--- config.mk ---
export PLATFORM = sky130hd
export DESIGN_NAME = procyon_ieu_mdu_flat
export DESIGN_NICKNAME = d
export VERILOG_FILES = /design/src/rtl/procyon_ieu_mdu_if.sv /design/src/rtl/procyon_ieu_mdu.sv /design/src/flat_wrapper.sv
export SDC_FILE = /design/constraint.sdc
export NUM_CORES = 1
export LEC_CHECK = 0
export ABC_AREA = 1
export CORE_MARGIN = 2
export CORE_UTILIZATION = 45
export DETAILED_ROUTE_END_ITERATION = 10
export GPL_ROUTABILITY_DRIVEN = 0
export HOLD_SLACK_MARGIN = 0.1
export PLACE_DENSITY = 0.76
export SYNTH_ARGS = -nofsm -noshare
export SYNTH_HDL_FRONTEND = slang
export SYNTH_SLANG_ARGS = --single-unit
--- constraint.sdc ---
create_clock -name clk -period 4.5 [get_ports clk]
set_clock_uncertainty 0.15 [all_clocks]
set_input_delay 0.9 -clock clk [delete_from_list [all_inputs] [get_ports clk]]
set_output_delay 0.9 -clock clk [all_outputs]
set_load 0.02 [all_outputs]
--- src/rtl/procyon_ieu_mdu_if.sv ---
// Issue/result bundle between the reservation station, the MDU and the CDB arbiter.
// master drives the op; slave (the MDU) answers with ready and the completed result.
interface procyon_ieu_mdu_if #(
    parameter int unsigned OPTN_DATA_WIDTH    = 32,
    parameter int unsigned OPTN_ROB_IDX_WIDTH = 5
);
    logic [2:0]                    i_mdu_func;
    logic [OPTN_DATA_WIDTH-1:0]    i_src_a;
    logic [OPTN_DATA_WIDTH-1:0]    i_src_b;
    logic [OPTN_ROB_IDX_WIDTH-1:0] i_tag;
    logic                          i_valid;
    logic                          o_ready;
    logic [OPTN_DATA_WIDTH-1:0]    o_data;
    logic [OPTN_ROB_IDX_WIDTH-1:0] o_tag;
    logic                          o_exc;
    logic                          o_valid;

    modport master (
        output i_mdu_func, i_src_a, i_src_b, i_tag, i_valid,
        input  o_ready, o_data, o_tag, o_exc, o_valid
    );

    modport slave (
        input  i_mdu_func, i_src_a, i_src_b, i_tag, i_valid,
        output o_ready, o_data, o_tag, o_exc, o_valid
    );
endinterface

--- src/rtl/procyon_ieu_mdu.sv ---
// Multi-cycle RV32M/RV64M multiply/divide unit (shift-add multiply, restoring divide).
// Define PCYN_MDU_DIV_EN to build the divider; without it div ops complete at once with o_exc.
module procyon_ieu_mdu #(
    parameter int unsigned OPTN_DATA_WIDTH         = 32,
    parameter int unsigned OPTN_ROB_IDX_WIDTH      = 5,
    parameter int unsigned OPTN_MUL_BITS_PER_CYCLE = 2
) (
    input  logic             clk,
    input  logic             rst,
    input  logic             i_flush,
    procyon_ieu_mdu_if.slave mdu
);
    localparam int unsigned W  = OPTN_DATA_WIDTH;
    localparam int unsigned B  = OPTN_MUL_BITS_PER_CYCLE;
    localparam int unsigned WB = W + B;
    localparam int unsigned CW = $clog2(W) + 1;
    localparam logic [CW-1:0] MulIters = CW'(W / B - 1);

    typedef enum logic [1:0] {StIdle, StMul, StDiv, StDone} state_e;
    typedef enum logic [2:0] {
        FnMul, FnMulh, FnMulhsu, FnMulhu, FnDiv, FnDivu, FnRem, FnRemu
    } func_e;

    state_e                  state_q, state_d;
    func_e                   func_q, func_d, func_in;
    logic [OPTN_ROB_IDX_WIDTH-1:0] tag_q, tag_d;
    logic [W-1:0]            opb_q, opb_d;
    logic [2*W-1:0]          prod_q, prod_d;
    logic [CW-1:0]           cnt_q, cnt_d;
    logic                    neg_q, neg_d;
    logic [W-1:0]            data_q, data_d;
    logic                    exc_q, exc_d;

    logic                    accept, a_signed, b_signed, sa, sb;
    logic [W-1:0]            a_mag, b_mag;
    logic [WB-1:0]           mul_acc;
    logic [2*W-1:0]          mul_next, mul_fin;

    assign func_in     = func_e'(mdu.i_mdu_func);
    assign mdu.o_ready = (state_q == StIdle) && !rst;
    assign accept      = mdu.i_valid && mdu.o_ready && !i_flush;
    assign mdu.o_valid = (state_q == StDone) && !i_flush && !rst;
    assign mdu.o_data  = data_q;
    assign mdu.o_tag   = tag_q;
    assign mdu.o_exc   = exc_q;

    always_comb begin
        a_signed = func_in inside {FnMulh, FnMulhsu, FnDiv, FnRem};
        b_signed = func_in inside {FnMulh, FnDiv, FnRem};
        sa       = a_signed && mdu.i_src_a[W-1];
        sb       = b_signed && mdu.i_src_b[W-1];
        a_mag    = sa ? -mdu.i_src_a : mdu.i_src_a;
        b_mag    = sb ? -mdu.i_src_b : mdu.i_src_b;
    end

    // prod_q = {partial product, unconsumed multiplier bits}; B multiplier bits retire per step.
    always_comb begin
        mul_acc  = {{B{1'b0}}, prod_q[2*W-1:W]} + WB'(opb_q) * WB'(prod_q[B-1:0]);
        mul_next = {mul_acc, prod_q[W-1:B]};
        mul_fin  = neg_q ? -mul_next : mul_next;
    end

`ifdef PCYN_MDU_DIV_EN
    localparam logic [CW-1:0] DivIters = CW'(W - 1);

    logic         rneg_q, rneg_d;
    logic [W:0]   div_trial;
    logic [W-1:0] div_rem, div_quo, quo_fin, rem_fin;

    // Divide reuses prod_q as {partial remainder, dividend shifting into quotient}.
    always_comb begin
        div_trial = prod_q[2*W-1:W-1] - {1'b0, opb_q};
        if (div_trial[W]) begin
            div_rem = prod_q[2*W-2:W-1];
            div_quo = {prod_q[W-2:0], 1'b0};
        end else begin
            div_rem = div_trial[W-1:0];
            div_quo = {prod_q[W-2:0], 1'b1};
        end
        quo_fin = neg_q ? -div_quo : div_quo;
        rem_fin = rneg_q ? -div_rem : div_rem;
    end
`endif

    always_comb begin
        state_d = state_q;
        func_d  = func_q;
        tag_d   = tag_q;
        opb_d   = opb_q;
        prod_d  = prod_q;
        cnt_d   = cnt_q;
        neg_d   = neg_q;
        data_d  = data_q;
        exc_d   = exc_q;
`ifdef PCYN_MDU_DIV_EN
        rneg_d  = rneg_q;
`endif
        case (state_q)
            StIdle: begin
                if (accept) begin
                    func_d = func_in;
                    tag_d  = mdu.i_tag;
                    exc_d  = 1'b0;
                    neg_d  = sa ^ sb;
                    if (!mdu.i_mdu_func[2]) begin
                        state_d = StMul;
                        opb_d   = a_mag;
                        prod_d  = {{W{1'b0}}, b_mag};
                        cnt_d   = MulIters;
                    end else begin
`ifdef PCYN_MDU_DIV_EN
                        if (mdu.i_src_b == '0) begin
                            state_d = StDone;
                            data_d  = mdu.i_mdu_func[1] ? mdu.i_src_a : '1;
                        end else begin
                            state_d = StDiv;
                            opb_d   = b_mag;
                            prod_d  = {{W{1'b0}}, a_mag};
                            cnt_d   = DivIters;
                            rneg_d  = sa;
                        end
`else
                        state_d = StDone;
                        data_d  = '0;
                        exc_d   = 1'b1;
`endif
                    end
                end
            end
            StMul: begin
                prod_d = mul_next;
                cnt_d  = cnt_q - 1'b1;
                if (cnt_q == '0) begin
                    state_d = StDone;
                    data_d  = (func_q == FnMul) ? mul_fin[W-1:0] : mul_fin[2*W-1:W];
                end
            end
`ifdef PCYN_MDU_DIV_EN
            StDiv: begin
                prod_d = {div_rem, div_quo};
                cnt_d  = cnt_q - 1'b1;
                if (cnt_q == '0) begin
                    state_d = StDone;
                    data_d  = (func_q inside {FnDiv, FnDivu}) ? quo_fin : rem_fin;
                end
            end
`endif
            StDone:  state_d = StIdle;
            default: state_d = StIdle;
        endcase
        if (i_flush) begin
            state_d = StIdle;
        end
    end

    always_ff @(posedge clk) begin
        if (rst) begin
            state_q <= StIdle;
            func_q  <= FnMul;
            tag_q   <= '0;
            opb_q   <= '0;
            prod_q  <= '0;
            cnt_q   <= '0;
            neg_q   <= 1'b0;
            data_q  <= '0;
            exc_q   <= 1'b0;
`ifdef PCYN_MDU_DIV_EN
            rneg_q  <= 1'b0;
`endif
        end else begin
            state_q <= state_d;
            func_q  <= func_d;
            tag_q   <= tag_d;
            opb_q   <= opb_d;
            prod_q  <= prod_d;
            cnt_q   <= cnt_d;
            neg_q   <= neg_d;
            data_q  <= data_d;
            exc_q   <= exc_d;
`ifdef PCYN_MDU_DIV_EN
            rneg_q  <= rneg_d;
`endif
        end
    end
endmodule

--- src/flat_wrapper.sv ---
// flat-port wrapper written by rule: the top's interface ports become plain ports
module procyon_ieu_mdu_flat 
#(
    parameter int unsigned OPTN_DATA_WIDTH         = 32,
    parameter int unsigned OPTN_ROB_IDX_WIDTH      = 5,
    parameter int unsigned OPTN_MUL_BITS_PER_CYCLE = 2
)
  (clk, rst, i_flush, mdu_i_mdu_func, mdu_i_src_a, mdu_i_src_b, mdu_i_tag, mdu_i_valid, mdu_o_ready, mdu_o_data, mdu_o_tag, mdu_o_exc, mdu_o_valid);
  procyon_ieu_mdu_if #(.OPTN_DATA_WIDTH(OPTN_DATA_WIDTH), .OPTN_ROB_IDX_WIDTH(OPTN_ROB_IDX_WIDTH)) mdu_i ();
  input  logic clk;
  input  logic rst;
  input  logic i_flush;
  input wire logic [$bits(mdu_i.i_mdu_func)-1:0] mdu_i_mdu_func;
  input wire logic [$bits(mdu_i.i_src_a)-1:0] mdu_i_src_a;
  input wire logic [$bits(mdu_i.i_src_b)-1:0] mdu_i_src_b;
  input wire logic [$bits(mdu_i.i_tag)-1:0] mdu_i_tag;
  input wire logic [$bits(mdu_i.i_valid)-1:0] mdu_i_valid;
  output wire logic [$bits(mdu_i.o_ready)-1:0] mdu_o_ready;
  output wire logic [$bits(mdu_i.o_data)-1:0] mdu_o_data;
  output wire logic [$bits(mdu_i.o_tag)-1:0] mdu_o_tag;
  output wire logic [$bits(mdu_i.o_exc)-1:0] mdu_o_exc;
  output wire logic [$bits(mdu_i.o_valid)-1:0] mdu_o_valid;
  assign mdu_i.i_mdu_func = mdu_i_mdu_func;
  assign mdu_i.i_src_a = mdu_i_src_a;
  assign mdu_i.i_src_b = mdu_i_src_b;
  assign mdu_i.i_tag = mdu_i_tag;
  assign mdu_i.i_valid = mdu_i_valid;
  assign mdu_o_ready = mdu_i.o_ready;
  assign mdu_o_data = mdu_i.o_data;
  assign mdu_o_tag = mdu_i.o_tag;
  assign mdu_o_exc = mdu_i.o_exc;
  assign mdu_o_valid = mdu_i.o_valid;
  procyon_ieu_mdu #(.OPTN_DATA_WIDTH(OPTN_DATA_WIDTH), .OPTN_ROB_IDX_WIDTH(OPTN_ROB_IDX_WIDTH), .OPTN_MUL_BITS_PER_CYCLE(OPTN_MUL_BITS_PER_CYCLE)) u_core (.clk(clk), .rst(rst), .i_flush(i_flush), .mdu(mdu_i));
endmodule
==> flow_summary.toml <==
[status]
status = "finished clean"

[clocking]
clockBufferDepth = 2
cts_resized = 0
numCtsBuffers = 17
clkTransAtPathRegs_ns = 0.07
clock-sinks = 145
worstSkewPairLatency_ns = 0.44
post_cts_buffers = 0
cts_tree = "yes"
htreeDepth = 4
ctsHoldBuffers = 0
root_buffer = "clkbuf_16"

[sta]
hold_viol_final = 0
rsz0062_at_grt = "false"
finalSetupTns_ns = 0
tightest_slew_ns = 1.123
maxSlewHeadroom_pct = 25.15
setup_viol = 0
maxSlewViolCount = 0
final.period_utilization_pct = 91.45
fmax_ghz = 0.2430
fin_crit_ns = 4.115

[routing]
wl_per_cell_um = 14.71
wl_um = 40770
drc = 0
drt_iter0_drc = 1328
drtPass1Iterations = 7
antenna_left = 0
via_count = 14670
viasPerCell = 5.295

[critical_path]
end_kind = "flip-flop"
cp.arrival_ns = 4.23
path_class = "reg2reg"
startpoint_type = "flip-flop"
cp_data_required_time_ns = 4.61
crit_start = "u_core.prod_q[1]$_SDFFE_PP0P_"
r2r-start = "u_core.prod_q[1]$_SDFFE_PP0P_"
path_max_fanout = 33

[power_and_ir_drop]
powerDensity_nw_per_um2 = 237.6
p_int_w = 0.002538
ir_drop_v = 0.0002016
leakagePower_nw = 7.575
pwr-share-comb_pct = 20.8
power.total_w = 0.003666
p_switching_w = 0.001128
pwr-share-clk_pct = 42.1
seq_power_share_pct = 37.1
p_sw_share_pct = 30.78

[synthesis]
synth_flop_cell = "dfxtp_1"
async_flop_share_pct = 0
synth_cell_types = 51
synth_edf_count = 0
synth_seq_cells = 145
synthDominantCellAreaShare_pct = 21.79
synthCells = 2298
synth.avg_cell_area_sq_um = 5.798
synthTopCellsByArea = "dfxtp_1, nand2_1, inv_1"
yosysTopAreaCell = "dfxtp_1"
ys_seq_area_share_pct = 21.79
synth_nets = 2444
synth_area_sq_um = 13320
synth_warnings = 0

[global_routing]
track_usage_pct = 26.45
grt_antenna_before_repair = 0
overflow = 0
grt_max_degree = 100
first_global_vias = 13620
grt_pass1_wl_um = 66670

[die]
ioPinCount = 116
dieHeight_um = 176.1
die_area_sq_um = 31000
coreArea_sq_um = 28940
die_w_um = 176.1
rows = 62
start_util_pct = 46.05

[place]
place_area_sq_um = 14800
hpwlAfterDp_um = 31930
dpl.cell_count = 2739
io_buffers = 115

[layout]
syn_to_final_growth_pct = 15.79
nets = 2520
drive_gt1_share_pct = 6.326
n_antenna_cell = 0
instances_no_fill = 2771
finalInstanceArea_sq_um = 15430

[run]
maxCapViolCount = 0

[min_path]
hold_class = "reg2reg"
hold_start = "u_core.mdu.o_data[8]$_SDFFE_PP0P_"
==> through the flow <==
| stage | worst slack (ns) | utilization, % | hold WS [ns] |
|---|---|---|---|
| 5_1_grt | 0.07381 | 53.32 | 0.3377 |
| 4_1_cts | 0.4440 | 53.32 | 0.3140 |
| 3_5_place_dp | 0.4689 | 51.14 | 0.3035 |
| 3_3_place_gp | 0.6097 | 51.14 | 0.3006 |
| 6_report | 0.3846 | 53.32 | 0.3115 |
| 2_1_floorplan | 0.9503 | - | 0.2909 |
==> routing by layer <==
| metal | track usage, % | wire length, um |
|---|---|---|
| met1 | 34.93 | 17640 |
| met2 | 42.09 | 18150 |
| met3 | 3.747 | 3084 |
| met4 | 13.60 | 1895 |
| met5 | 0 | 0 |
==> power by group through the flow <==
stage          registers (W)  clock network (W)  logic [W]
2_1_floorplan        0.00138                  0   0.000496
3_3_place_gp         0.00139                  0   0.000730
3_5_place_dp         0.00139                  0   0.000742
4_1_cts              0.00136            0.00156   0.000748
5_1_grt              0.00136            0.00160   0.000843
6_report             0.00136            0.00154   0.000762
==> final timing paths <==
path,endpoint,slack (ns),depth (start not counted)
worst max-delay path,u_core.mdu.o_data[15]$_SDFFE_PP0P_,0.38,20
worst min register to register,u_core.mdu.o_data[8]$_SDFFE_PP0P_,0.31,2
worst max register to register,u_core.mdu.o_data[15]$_SDFFE_PP0P_,0.38,20
worst min-delay path,u_core.mdu.o_data[8]$_SDFFE_PP0P_,0.31,2
==> layout by cell type (no fill, tap or decap), drive strengths merged, types with 6 or more instances in the layout <==
cell	count
nor2	228
ha	38
o22ai	6
o211ai	9
nand3b	7
fa	32
a21oi	150
or2	8
inv	380
clkdlybuf4s50	114
nor3	34
a31oi	24
a22oi	7
buf	18
clkbuf	19
o21ai	128
clkinv	12
dfxtp	145
xor2	31
nand3	139
nand4	20
xnor2	13
nand2	782
o31ai	8
==> worst max-delay path, cell delays in order, from the launching register on <==
cell and delay, ns:
dfxtp_1 0.31, buf_4 0.32, nand2_1 0.10, inv_1 0.08, fa_1 0.42, ha_1 0.28, fa_1 0.46, nand2_1 0.10
nand2_1 0.07, nand3_1 0.09, nand2_1 0.13, nand2_1 0.09, nand2_1 0.12, nor2_2 0.18, nand3_2 0.12, nor2_4 0.15
nand2_2 0.14, nand2_1 0.16, o21ai_0 0.09, o21ai_0 0.27, a21oi_1 0.10
==> registers in the layout (all words and copies together), names as in the netlist <==
signal	cells
u_core.prod_q	64
u_core.mdu.o_data	32
u_core.opb_q	32
u_core.cnt_q	6
u_core.mdu.o_tag	5
u_core.func_q	3
u_core.state_q	2
u_core.neg_q	1
==> final cells by class <==
class	instances	area (sq um)
clock buffers	19	442.9
clock inverters	13	186.4
fillers	2920	13510
inverters	387	1453
multi-input cells	1691	8687
flip-flops and latches	145	2904
well taps	384	480.5
repair buffers	132	1274
==> logic make-up after synthesis <==
family                     after synthesis  share of synthesized area (%)
AOI/OAI and AO/OA                      347                          14.25
DFF                                    145                          21.79
and+or+nand+nor                       1230                          39.59
xor gates and xnor gates                44                          2.892
buffers and inverters                  462                          13.11
adders and majority gates               70                          8.376
==> cell usage after synthesis, types with 4 or more instances <==
| cell | count |
|---|---|
| nand4_1 | 20 |
| a22oi_1 | 7 |
| o211ai_1 | 9 |
| nand3_2 | 11 |
| nand2_2 | 29 |
| o21ai_0 | 119 |
| clkbuf_1 | 61 |
| a31oi_1 | 24 |
| buf_1 | 6 |
| fa_1 | 32 |
| nor3_1 | 29 |
| xnor2_1 | 13 |
| nor3_2 | 5 |
| o31ai_1 | 8 |
| nor2_2 | 19 |
| nor2_4 | 12 |
| or2_1 | 4 |
| clkinv_1 | 7 |
| nand3_1 | 128 |
| o22ai_1 | 6 |
| nor4_1 | 4 |
| nand3b_1 | 7 |
| o21ai_1 | 7 |
| dfxtp_1 | 145 |
| nand2_1 | 751 |
| inv_1 | 369 |
| xor2_1 | 31 |
| or2_2 | 4 |
| nor2_1 | 197 |
| a21oi_1 | 148 |
| buf_2 | 7 |
| inv_2 | 11 |
| ha_1 | 38 |
No activity file was read; power rests on OpenSTA's default activity.
